File: src/rtl/mac_chain_pkg.sv
// ---------------------------------------------------------------------------
// mac_chain_pkg
// Shared constants and types for the multiply-add chain operand loader.
//   DATA_WIDTH   : width of a, b, c and of each chain stage
//   NUM_STAGES   : beats per frame, one per chain stage
//   CNT_W        : width of the beat counter (2**CNT_W > NUM_STAGES)
//   state_t      : loader state, FILL while collecting beats, HOLD while
//                  presenting a completed frame
//   slice_offset : bit offset of stage k inside a packed stage vector
// ---------------------------------------------------------------------------
package mac_chain_pkg;

   localparam int DATA_WIDTH = 16;
   localparam int NUM_STAGES = 10;
   localparam int CNT_W      = 4;

   typedef enum logic [0:0] {
      FILL = 1'b0,
      HOLD = 1'b1
   } state_t;

   // The width argument defaults to the chain width but lets a loader built
   // with an overridden width reuse the same slicing rule.
   function automatic int slice_offset(input int k, input int width = DATA_WIDTH);
      return width * k;
   endfunction

endpackage

File: src/rtl/mac_chain_loader.sv
// ---------------------------------------------------------------------------
// mac_chain_loader
// Stages one (b, c) pair per beat from a valid/ready stream into the packed
// parallel vectors consumed by the multiply-add chain, capturing the seed
// operand a on beat 0. After NUM_STAGES beats the frame is held stable under
// a valid/ready handshake until the chain side accepts it.
//
// Ports:
//   clk       in   rising-edge clock
//   rst_n     in   synchronous active-low reset
//   s_valid   in   input beat valid
//   s_ready   out  loader can accept a beat (forced low while rst_n is low)
//   s_a       in   seed operand, sampled on beat 0 only
//   s_b       in   b coefficient for the current stage
//   s_c       in   c addend for the current stage
//   clear     in   discard a partial frame (ignored while holding a frame)
//   m_valid   out  packed frame valid
//   m_ready   in   chain side accepts the frame
//   m_a       out  seed operand to stage 1
//   m_b       out  packed b, stage k at [DATA_WIDTH*k +: DATA_WIDTH]
//   m_c       out  packed c, same slicing as m_b
//   beat_cnt  out  beats captured in the current frame
// ---------------------------------------------------------------------------
module mac_chain_loader #(
   parameter int DATA_WIDTH = mac_chain_pkg::DATA_WIDTH,
   parameter int NUM_STAGES = mac_chain_pkg::NUM_STAGES,
   parameter int CNT_W      = mac_chain_pkg::CNT_W
) (
   input  logic                            clk,
   input  logic                            rst_n,
   input  logic                            s_valid,
   output logic                            s_ready,
   input  logic [DATA_WIDTH-1:0]           s_a,
   input  logic [DATA_WIDTH-1:0]           s_b,
   input  logic [DATA_WIDTH-1:0]           s_c,
   input  logic                            clear,
   output logic                            m_valid,
   input  logic                            m_ready,
   output logic [DATA_WIDTH-1:0]           m_a,
   output logic [DATA_WIDTH*NUM_STAGES-1:0] m_b,
   output logic [DATA_WIDTH*NUM_STAGES-1:0] m_c,
   output logic [CNT_W-1:0]                beat_cnt
);

   import mac_chain_pkg::*;

   // One-hot write enable for the slice addressed by the beat counter.
   function automatic logic [NUM_STAGES-1:0] slice_decode(input logic [CNT_W-1:0] cnt);
      logic [NUM_STAGES-1:0] en;
      en = '0;
      for (int k = 0; k < NUM_STAGES; k++) begin
         en[k] = (cnt == CNT_W'(k));
      end
      return en;
   endfunction

   state_t                state;
   logic [NUM_STAGES-1:0] slice_en;
   logic                  last_beat;

   assign slice_en  = slice_decode(beat_cnt);
   assign last_beat = (beat_cnt == CNT_W'(NUM_STAGES - 1));

   // s_ready is gated by rst_n so no beat is offered acceptance while the
   // loader is being reset, even though the state register still reads FILL.
   assign s_ready = rst_n && (state == FILL);
   assign m_valid = (state == HOLD);

   always_ff @(posedge clk) begin
      if (!rst_n) begin
         state    <= FILL;
         beat_cnt <= '0;
         m_a      <= '0;
         m_b      <= '0;
         m_c      <= '0;
      end else begin
         case (state)
            FILL: begin
               // clear wins over a same-cycle beat; old slice contents are
               // left in place because the next frame overwrites them.
               if (clear) begin
                  beat_cnt <= '0;
               end else if (s_valid) begin
                  for (int k = 0; k < NUM_STAGES; k++) begin
                     if (slice_en[k]) begin
                        m_b[slice_offset(k, DATA_WIDTH) +: DATA_WIDTH] <= s_b;
                        m_c[slice_offset(k, DATA_WIDTH) +: DATA_WIDTH] <= s_c;
                     end
                  end
                  if (beat_cnt == '0) begin
                     m_a <= s_a;
                  end
                  if (last_beat) begin
                     beat_cnt <= '0;
                     state    <= HOLD;
                  end else begin
                     beat_cnt <= beat_cnt + CNT_W'(1);
                  end
               end
            end
            HOLD: begin
               if (m_ready) begin
                  state <= FILL;
               end
            end
            default: state <= FILL;
         endcase
      end
   end

endmodule

File: config.mk
export PLATFORM = sky130hd
export DESIGN_NAME = mac_chain_loader
export DESIGN_NICKNAME = d
export VERILOG_FILES = /design/src/rtl/mac_chain_pkg.sv /design/src/rtl/mac_chain_loader.sv
export SDC_FILE = /design/constraint.sdc
export NUM_CORES = 1
export LEC_CHECK = 0
export CAP_MARGIN = 30
export CORE_MARGIN = 2
export CORE_UTILIZATION = 50
export DETAILED_ROUTE_END_ITERATION = 10
export PLACE_DENSITY = 0.84
export SLEW_MARGIN = 40
export SYNTH_ARGS = -nofsm -noshare
export SYNTH_HDL_FRONTEND = slang
export SYNTH_SLANG_ARGS = --single-unit
File: constraint.sdc
create_clock -name clk -period 6.15 [get_ports clk]
set_clock_uncertainty 0.05 [all_clocks]
set_input_delay 1.23 -clock clk [delete_from_list [all_inputs] [get_ports clk]]
set_output_delay 1.23 -clock clk [all_outputs]
set_load 0.1 [all_outputs]
==> impl_metrics.py <==
metrics = {
    "placement": {
        "port_buffers": 394,
        "gp_congestion": 0.828,
        "dpl-instance-area_um2": 14700,
        "dp_hpwl_um": 24700,
    },
    "setup_path": {
        "cp-start-kind": "input port",
        "r2r_end": "m_b[74]$_SDFFE_PN0P_",
        "endpoint_kind": "flip-flop",
        "cp.required_ns": 6.46,
        "path_class": "input port to flip-flop",
        "r2r_start": "m_valid$_SDFF_PN0_",
        "cp_max_fo": 20,
        "arrival_ns": 3.76,
        "ff2ff_path_depth": 4,
        "cpPeakStageDelay_ns": 0.63,
        "crit_path_top_delay_cell": "nand3_2",
        "reg2reg_slack_ns": 3.57,
        "crit_chain": "clkdlybuf4s50_1 > nor4b_1 > nand3_2 > buf_4 > mux2i_1",
    },
    "global_route": {
        "grt_pass1_wl_um": 56100,
        "grt_pass1_vias": 9765,
        "grt_max_degree": 184,
        "grt.overflow.total": 0,
        "grt.total_usage_pct": 27.6,
        "antenna_found_initial": 2,
    },
    "min_path": {
        "min_to": "m_b[22]$_SDFFE_PN0P_",
        "hp-class": "flip-flop to flip-flop",
        "min_path_cells": 2,
        "min-delay-start": "m_b[22]$_SDFFE_PN0P_",
    },
    "clock_network": {
        "cts.repair.resized": 0,
        "cts_tree": "yes",
        "numCtsBuffers": 36,
        "path_clk_slew_ns": 0.06,
        "post_cts_buffers": 0,
        "clock_sinks": 341,
        "clockBufferDepth": 3,
        "htreeDepth": 2,
        "holdBufCountCts": 0,
        "clk_latency_ns": 0.50,
        "cts-root-buf": "clkbuf_16",
    },
    "sta": {
        "finalSetupViolCount": 0,
        "slew_violations": 0,
        "worst_pin_slew_ns": 0.819,
        "post-route-period-util_pct": 56.1,
        "tns_ns": 0,
        "min_period_ns": 3.45,
        "rsz0062_at_grt": "false",
        "finalHoldViolCount": 0,
        "max_slew_margin_pct": 45.4,
        "max_freq_mhz": 290,
    },
    "logic_synthesis": {
        "syn_area_per_cell_um2": 10.4,
        "synth_area_um2": 12300,
        "ys_warn_count": 0,
        "syn-instance-count": 1184,
        "synth.distinct_cells": 31,
        "ys_seq_area_share_pct": 55.6,
        "synth_nets": 1237,
        "ys_ff_latch": 341,
    },
    "detailed_routing": {
        "first_pass_iters": 5,
        "drtIter0Drc": 583,
        "via_count": 9792,
        "drc_errors": 0,
        "wl_per_cell_um": 19.3,
        "detail-route-antenna-nets": 0,
        "routed_wirelength_um": 36500,
        "viasPerCell": 5.17,
    },
    "flow_run": {
        "cap_violations": 0,
    },
    "final_layout": {
        "post-route-util_pct": 65.5,
        "fillCellCount": 2005,
        "areaGrowthSynthToFinish_pct": 29.3,
        "drive_gt1_share_pct": 27.1,
        "fin_area_um2": 15900,
        "fin_nets": 1600,
    },
    "run_status": {
        "status": "complete, no violations",
    },
    "floorplan": {
        "start_util_pct": 50.7,
        "dieArea_um2": 25800,
        "core_area_um2": 24200,
        "dieHeight_um": 161,
        "io_pins": 395,
        "rows": 57,
        "die_w_um": 161,
    },
    "pwr": {
        "p_leak_nw": 7.95,
        "power_density_nw_per_um2": 298,
        "ir_drop_mv": 0.213,
    },
}
-- placed cells by master, fill, tap and decap left out, drive strengths merged --
master / Yosys / final
a211o: 1 / 1
a21boi: 2 / 2
a311oi: 1 / 1
a31oi: 1 / 1
and4b: 1 / 1
buf: 34 / 358
bufinv: 0 / 2
clkbuf: 50 / 51
clkdlybuf4s50: 0 / 51
clkinv: 0 / 5
dfxtp: 341 / 341
diode: 0 / 2
inv: 1 / 1
mux2i: 336 / 336
nand2: 386 / 386
nand2b: 2 / 2
nand3: 6 / 6
nand4b: 1 / 1
nor2: 3 / 3
nor2b: 5 / 5
nor3: 1 / 1
nor3b: 2 / 2
nor4: 1 / 1
nor4b: 1 / 1
o211ai: 1 / 1
o21a: 1 / 1
o21ai: 1 / 1
o221a: 1 / 1
or3b: 1 / 1
or4b: 2 / 2
xnor2: 1 / 1
-- sequential cells by signal, summed over array words and instances, names as in the netlist --
name,cells
beat_cnt,4
m_b,160
m_valid,1
m_c,160
m_a,16
-- cell type report --
type                       count  area, um2  share of cell area (%)
tap                          324        405                    2.55
sequential                   341       6830                    43.0
multi-input combinational    758       5120                    32.3
antenna                        2       5.00                  0.0315
clock buffer                  51       1070                    6.73
inverter                       1       3.75                  0.0236
timing repair buffer         409       2370                    14.9
clock inverter                 7       85.1                   0.536
-- worst max path at each step --
stage          cells after the start     from               endpoint  slack, ns
2_1_floorplan                      4    rst_n                s_ready       1.55
3_3_place_gp                       3    rst_n                s_ready       2.04
3_5_place_dp                       5    clear   m_b[65]$_SDFFE_PN0P_       2.24
4_1_cts                            5    clear   m_b[74]$_SDFFE_PN0P_       2.72
5_1_grt                            5  s_valid  m_b[133]$_SDFFE_PN0P_       2.62
6_report                           5  s_valid   m_b[74]$_SDFFE_PN0P_       2.70
-- report_power, final --
group          internal (mW)  total [mW]  leakage (nW)  switching, mW
combinational         0.0779       0.369          4.62          0.291
clock                   1.28        2.13         0.574          0.842
sequential              2.23        2.24          2.75         0.0130
total                   3.59        4.74          7.95           1.15
-- Yosys cell counts --
cell,n,share of area (%)
dfxtp_1,341,56
buf_2,16,0.65
xnor2_1,1,0.071
nand2b_1,2,0.10
mux2i_1,336,27
or3b_2,1,0.071
o21a_1,1,0.061
nor3b_1,2,0.12
clkbuf_1,50,1.5
a31oi_1,1,0.051
nand4b_1,1,0.071
a21boi_0,2,0.12
and4b_1,1,0.081
nand3_1,6,0.24
o21ai_0,1,0.041
or4b_1,1,0.081
a311oi_1,1,0.071
nor4_2,1,0.10
o221a_2,1,0.092
or4b_4,1,0.11
nand2_1,386,12
buf_6,5,0.46
buf_1,11,0.34
buf_4,2,0.12
nor2b_1,5,0.25
nor4b_1,1,0.071
nor3_2,1,0.081
nor2_1,3,0.092
o211ai_1,1,0.061
inv_1,1,0.031
a211o_1,1,0.071
-- worst max-delay path: cells and delay by family --
family / cells / cell delay (ns)
and+or+nand+nor: 2 / 1.25
buffers and inverters: 2 / 1.08
muxes: 1 / 0.17
-- logic make-up (layout without fill, tap and decap cells) --
| kind of cell | count (synthesis) | after routing | synth area share (%) |
|---|---|---|---|
| other cells | 0 | 2 | 0 |
| xor+xnor | 1 | 1 | 0.0713 |
| buf+inv | 85 | 468 | 3.13 |
| simple gates | 412 | 412 | 13.3 |
| compound gates | 9 | 9 | 0.570 |
| flops | 341 | 341 | 55.6 |
| mux | 336 | 336 | 27.4 |
-- through the flow --
stage	hold WS, ns	power, mW	setup slack [ns]	cells
4_1_cts	0.404	4.77	2.72	1891
3_3_place_gp	0.391	2.68	2.04	1832
6_report	0.402	4.74	2.70	1893
2_1_floorplan	0.835	2.56	1.55	1184
5_1_grt	0.416	4.88	2.62	1893
3_5_place_dp	0.393	2.66	2.24	1833
-- layer usage --
| layer | vias up | track usage, % | share of wire [%] |
|---|---|---|---|
| li1 | 4635 | - | - |
| met1 | 4688 | 34.0 | 41 |
| met2 | 399 | 46.5 | 47 |
| met3 | 70 | 7.13 | 8.1 |
| met4 | 0 | 11.2 | 3.7 |
| met5 | - | 0 | 0 |
Power figures use the tool's default switching activity.
